<file path="src/rtl/gtx_rx_link.sv">
// GTX receive deframer: aligns to comma-led, checksummed, sequence-numbered
// frames and extracts CH_NUM channel bits, with hunt/check/lock tracking.

module gtx_rx_link_lane #(
  parameter int LW = 16
) (
  input  logic          clk_i,
  input  logic          rst_i,
  input  logic          cap_i,
  input  logic [LW-1:0] din_i,
  output logic [LW-1:0] dout_o
);
  always_ff @(posedge clk_i) begin
    if (rst_i)      dout_o <= '0;
    else if (cap_i) dout_o <= din_i;
  end
endmodule

module gtx_rx_link #(
  parameter int                CH_NUM   = 2,
  parameter int                LOCK_CNT = 3,
  parameter int                LOSS_CNT = 4,
  parameter int                TIMEOUT  = 1024,
  parameter logic [CH_NUM-1:0] SAFE_VAL = '0
) (
  input  logic              clk_i,
  input  logic              rst_i,
  input  logic [1:0]        ctrl_i,
  input  logic [15:0]       data_i,
  output logic [CH_NUM-1:0] data_o,
  output logic              valid_o,
  output logic              lock_o,
  output logic              err_o,
  output logic [15:0]       err_cnt_o
);
  localparam int W  = (CH_NUM + 15) / 16;
  localparam int PW = $clog2(W + 2);
  localparam int TW = $clog2(TIMEOUT + 1);
  localparam logic [PW-1:0] LAST     = PW'(W + 1);
  localparam logic [TW-1:0] TMO_LAST = TW'(TIMEOUT - 1);
  localparam logic [3:0]    LOCK_C   = 4'(LOCK_CNT);
  localparam logic [3:0]    LOSS_C   = 4'(LOSS_CNT);

  typedef enum logic [1:0] {HUNT, CHECK, LOCK} state_t;

  state_t            state, state_n;
  logic [PW-1:0]     pos, pos_n;
  logic              skip, skip_n;
  logic [15:0]       chk, chk_n;
  logic [7:0]        cur_seq, cur_seq_n, prev_seq, prev_seq_n;
  logic              seq_vld, seq_vld_n;
  logic [3:0]        good_cnt, good_n, bad_cnt, bad_n;
  logic [TW-1:0]     tmo_cnt, tmo_n;
  logic [15:0]       err_cnt_n;
  logic [CH_NUM-1:0] data_n, pay;
  logic              is_comma, seq_ok, frm_good, frm_bad, f_start, uc, pay_cap;
  logic              tmo_hit, enter_hunt, upd, err_n;

  // One capture register per payload word; the last lane keeps only the
  // channel bits it actually carries.
  for (genvar i = 0; i < W; i++) begin : g_lane
    localparam int LW = (CH_NUM - 16*i) >= 16 ? 16 : CH_NUM - 16*i;
    gtx_rx_link_lane #(.LW(LW)) u_lane (
      .clk_i  (clk_i),
      .rst_i  (rst_i),
      .cap_i  (pay_cap && (pos == PW'(i + 1))),
      .din_i  (data_i[LW-1:0]),
      .dout_o (pay[16*i +: LW])
    );
  end

  always_comb begin
    is_comma = (ctrl_i == 2'b01) && (data_i[7:0] == 8'hBC);
    seq_ok   = !seq_vld || (data_i[15:8] == prev_seq + 8'd1);
    frm_good = 1'b0;
    frm_bad  = 1'b0;
    f_start  = 1'b0;
    uc       = 1'b0;
    pay_cap  = 1'b0;
    pos_n    = pos;
    skip_n   = skip;
    chk_n    = chk;

    // Frame parser: a bad frame either discards to the next comma (skip)
    // or, for an unexpected comma, restarts on that comma.
    if (state == HUNT) begin
      f_start = is_comma;
    end else if (skip) begin
      if (is_comma) begin
        f_start = seq_ok;
        frm_bad = !seq_ok;
      end
    end else if (pos == '0) begin
      if (is_comma && seq_ok) f_start = 1'b1;
      else begin
        frm_bad = 1'b1;
        skip_n  = 1'b1;
      end
    end else if (is_comma) begin
      frm_bad = 1'b1;
      uc      = 1'b1;
      f_start = seq_ok;
      skip_n  = !seq_ok;
    end else if (ctrl_i != 2'b00) begin
      frm_bad = 1'b1;
      skip_n  = 1'b1;
    end else if (pos != LAST) begin
      chk_n   = chk ^ data_i;
      pay_cap = 1'b1;
      pos_n   = pos + PW'(1);
    end else if (data_i == chk) begin
      frm_good = 1'b1;
      pos_n    = '0;
    end else begin
      frm_bad = 1'b1;
      skip_n  = 1'b1;
    end
    if (f_start) begin
      pos_n  = PW'(1);
      chk_n  = '0;
      skip_n = 1'b0;
    end
    cur_seq_n = f_start ? data_i[15:8] : cur_seq;

    state_n    = state;
    good_n     = good_cnt;
    bad_n      = bad_cnt;
    prev_seq_n = prev_seq;
    seq_vld_n  = seq_vld;
    err_cnt_n  = err_cnt_o;
    err_n      = 1'b0;
    upd        = 1'b0;
    enter_hunt = 1'b0;
    tmo_n      = (state == HUNT) ? '0 : tmo_cnt + TW'(1);
    tmo_hit    = (state != HUNT) && (tmo_cnt == TMO_LAST) && !frm_good;

    case (state)
      HUNT: if (is_comma) begin
        state_n   = CHECK;
        good_n    = '0;
        seq_vld_n = 1'b0;
      end
      CHECK: begin
        if (frm_good) begin
          good_n = good_cnt + 4'd1;
          if (good_cnt + 4'd1 == LOCK_C) begin
            state_n = LOCK;
            upd     = 1'b1;
            bad_n   = '0;
          end
        end else if (frm_bad) begin
          err_n      = 1'b1;
          enter_hunt = 1'b1;
        end
      end
      LOCK: begin
        if (frm_good) begin
          upd   = 1'b1;
          bad_n = '0;
        end else if (frm_bad) begin
          err_n = 1'b1;
          if (err_cnt_o != 16'hFFFF) err_cnt_n = err_cnt_o + 16'd1;
          bad_n = bad_cnt + 4'd1;
          if (bad_cnt + 4'd1 == LOSS_C) enter_hunt = 1'b1;
        end
      end
      default: state_n = HUNT;
    endcase

    if (frm_good) begin
      prev_seq_n = cur_seq;
      seq_vld_n  = 1'b1;
      tmo_n      = '0;
    end
    if (tmo_hit) enter_hunt = 1'b1;
    // A restarting comma passes through HUNT straight into a fresh CHECK.
    if (enter_hunt) begin
      bad_n = '0;
      if (uc && f_start) begin
        state_n   = CHECK;
        good_n    = '0;
        seq_vld_n = 1'b0;
        tmo_n     = '0;
      end else begin
        state_n = HUNT;
        pos_n   = '0;
        skip_n  = 1'b0;
      end
    end
    data_n = enter_hunt ? SAFE_VAL : (upd ? pay : data_o);
  end

  always_ff @(posedge clk_i) begin
    if (rst_i) begin
      state     <= HUNT;
      pos       <= '0;
      skip      <= 1'b0;
      chk       <= '0;
      cur_seq   <= '0;
      prev_seq  <= '0;
      seq_vld   <= 1'b0;
      good_cnt  <= '0;
      bad_cnt   <= '0;
      tmo_cnt   <= '0;
      err_cnt_o <= '0;
      data_o    <= SAFE_VAL;
      valid_o   <= 1'b0;
      lock_o    <= 1'b0;
      err_o     <= 1'b0;
    end else begin
      state     <= state_n;
      pos       <= pos_n;
      skip      <= skip_n;
      chk       <= chk_n;
      cur_seq   <= cur_seq_n;
      prev_seq  <= prev_seq_n;
      seq_vld   <= seq_vld_n;
      good_cnt  <= good_n;
      bad_cnt   <= bad_n;
      tmo_cnt   <= tmo_n;
      err_cnt_o <= err_cnt_n;
      data_o    <= data_n;
      valid_o   <= upd;
      lock_o    <= (state_n == LOCK);
      err_o     <= err_n;
    end
  end
endmodule
</file>
<file path="config.mk">
export PLATFORM = sky130hd
export DESIGN_NAME = gtx_rx_link
export DESIGN_NICKNAME = d
export VERILOG_FILES = /design/src/rtl/gtx_rx_link.sv
export SDC_FILE = /design/constraint.sdc
export NUM_CORES = 1
export LEC_CHECK = 0
export ABC_AREA = 1
export CORE_MARGIN = 1.5
export CORE_UTILIZATION = 58
export CTS_BUF_LIST = sky130_fd_sc_hd__clkbuf_4 sky130_fd_sc_hd__clkbuf_8 sky130_fd_sc_hd__clkbuf_16
export DETAILED_ROUTE_END_ITERATION = 10
export PLACE_DENSITY = 0.83
export RECOVER_POWER = 50
export SYNTH_ARGS = -nofsm -noshare
export SYNTH_HDL_FRONTEND = slang
export SYNTH_HIERARCHICAL = 1
export SYNTH_SLANG_ARGS = --single-unit
export TNS_END_PERCENT = 20
</file>
<file path="constraint.sdc">
create_clock -name clk_i -period 2.5 [get_ports clk_i]
set_clock_uncertainty 0.05 [all_clocks]
set_input_delay 0.375 -clock clk_i [delete_from_list [all_inputs] [get_ports clk_i]]
set_output_delay 0.375 -clock clk_i [all_outputs]
set_load 0.01 [all_outputs]
</file>
==> metrics <==
final worst slack=174 ps; n_diodes=0; status=completed; most frequent cells in the layout=149 x nand2_1, 101 x inv_1, 101 x nor2_1; Setup violations, final=0; CP arrival=2500 ps; Net Sw Power=576 µW; Max Freq=430 MHz; vias in the first global route=4486; hpwl dp=8.35 mm; Cell Int Power=1.90 mW; top-area cell type share of the netlist area=34.4%; kind of critical path=in2reg; Global Route Usage Sum=28.1%; DR pass1 iterations=5; final WL=11.6 mm; Gate Count Post-Synth=700; async set-reset flop share out of synthesis=0%; drt first-iter violations=401; Leak=2.46 nW; total I/O pin count=41; H-tree levels=3; syn nets=732; WHS=429 ps; cell family with most CP delay=simple AND/OR/NAND/NOR gates; Worst EP required=2680 ps; worst skew pair latency=350 ps; setup TNS=0 ps; Rows=32; commonest non-fill, non-tap cell in the layout=nand2_1; Initial Utilization=60.2%; Fin. Hold Viols=0; Post-synth top flop=dfxtp_1; crit share post-route=93.0%; Critical Path, Cell by Cell=clkdlybuf4s50_1 -> xnor2_1 -> nand4_1 -> nor2_1 -> nand2_1 -> nor2_1 -> nand4_1 -> buf_4 -> nand2_1 -> inv_1 -> nand2_1 -> inv_1 -> nand2_1 -> a21oi_1; core area=0.00773 mm²; RSZ-0062 raised after global routing=yes; Slew Limit Fails=0; Cell variety after synth=41; CTS Sinks=80; max capacitance violation total=0; # nets final=796; Syn Std Cell Area=0.00465 mm²; Combinational Power Share=5.3%; total grt overflow=0; met2 wire len=5.60 mm; TritonCTS buffer count=9; pre-CTS setup slack=-153 ps; power per cell area=441 mW/mm²; first-pass GRT wire length=19.3 mm; initial antenna violation count=0; top layer in use=met4; DRC errors left=0; hold crit path type=reg2reg; Sequential Power Share=51.5%; buffers plus inverters on the worst setup path=4; cell repeated most along the worst path=nand2_1; Final ANT Viol Nets=0; Rel. slew slack=70.4%; post-synthesis sequential area ratio=34.4%; synthesized area per cell=6.64 µm²; minimum clock period after layout=2330 ps; clock power share=43.2%; Worst path max stage delay=490 ps; routed length on met1=4.97 mm; sw frac=23.3%; largest net degree at the start of global routing=33; CP Launch Type=input port; Ys Warns=6; met3 wire length=788 µm; RD Place Congestion=0.924; #FFs+latches synth=80; Post-synth EDFFs=0; IO buf count=40; clk slew on worst S/H paths=90 ps; via count=4651; VDD IR max=0.000359 V; Die H=92.5 µm; slowest CP cell=clkdlybuf4s50_1; layout cells sized above 1=10.7%; Synth area leader=dfxtp_1; worst-margin pin slew=443 ps; cts hold-fix bufs=0; critical path capture point type=flop; Wirelength per Cell=13.3 µm; CTS tree=built; die area=0.00856 mm²; top cells by area, synth=dfxtp_1 34%, nand2_1 12%, nor2_1 8.2%, inv_1 8.2%, a21oi_1 5.2%; drt via density=5.35; CTS root buf=clkbuf_8; CTS max path bufs=2; DIE WIDTH=92.5 µm; synthesis-to-finish area growth=20.6%; Worst Path Max Fanout=6
-- final timing paths --
path                     from           to  slack, ps  depth (start not counted)
setup / recovery   data_i[14]   tmo_cnt[0]        170                         14
hold reg to reg    cur_seq[7]  prev_seq[7]        430                          2
setup reg to reg  prev_seq[1]    data_o[1]        190                         19
hold / removal     cur_seq[7]  prev_seq[7]        430                          2
-- tightest hold or removal path, cell delays in order, from the launching register on --
cell and delay (ps):
dfxtp_1 330, nor2_1 50, nor2_1 80
-- what timing repair did --
action | CTS | global route
resized for setup | 0 | 8
setup buffers | 0 | 2
setup endpoints to repair | 0 | 41
-- cells in the mapped netlist, types with 2 or more instances --
cell type,number
nand2_1,150
nor2_1,102
inv_1,101
dfxtp_1,80
a21oi_1,48
nand3_1,38
o21ai_0,23
xnor2_1,20
nand4_1,18
nor3_1,18
clkbuf_1,14
xor2_1,14
ha_1,12
nor2_2,7
a211oi_1,6
a31oi_1,6
o21ai_1,6
a21oi_2,3
buf_2,3
buf_6,3
nand2_2,3
nand3_2,3
buf_4,2
nand2_8,2
o211ai_1,2
-- metrics by stage --
stage                     util, %  power, mW  instances  area [µm²]
after floorplan                 -       1.36        700        4650
after global placement       69.2       1.43        853        5350
after detailed placement     69.2       1.43        853        5350
after CTS                    72.0       2.49        868        5560
after global routing         72.6       2.56        870        5610
final                        72.6       2.47        870        5610
-- layer usage --
metal / global-route usage (%) / up-vias
li1: - / 2356
met1: 34.7 / 2095
met2: 48.2 / 181
met3: 4.84 / 19
met4: 11.7 / 0
met5: 0 / -
-- power groups by stage --
stage / clock, mW / sequential (mW) / combinational, mW
floorplan: 0 / 1.30 / 0.0608
global placement: 0 / 1.30 / 0.127
detailed placement: 0 / 1.30 / 0.130
CTS: 1.08 / 1.27 / 0.131
global route: 1.14 / 1.27 / 0.144
finish: 1.07 / 1.27 / 0.131
-- registers in the layout (all words and copies together), names as in the netlist --
register and count:
data_o 2, lock_o 1, good_cnt 4, tmo_cnt 11, state 2, chk 16, cur_seq 8, err_o 1
valid_o 1, skip 1, err_cnt_o 16, prev_seq 8, g_lane.u_lane/dout_o 2, seq_vld 1, bad_cnt 4, pos 2
-- area by class of cell --
class	instances	area, µm²
Multi-Input combinational cell	495	2560
Fill cell	608	2120
Sequential cell	80	1610
Timing Repair Buffer	75	711
Inverter	103	389
Tap cell	102	128
Clock buffer	9	124
Clock inverter	6	92.6
-- cell families (layout without fill, tap and decap cells) --
logic type | after synthesis | after routing | synth area share, %
buffers and inverters | 125 | 193 | 10.9
XOR/XNOR | 34 | 34 | 6.40
AO/OA/AOI/OAI | 102 | 102 | 12.4
AND/OR/NAND/NOR | 347 | 347 | 32.7
adder cells (fa/ha/maj) | 12 | 12 | 3.23
flip-flops | 80 | 80 | 34.4
(Power assumes the default switching activity.)
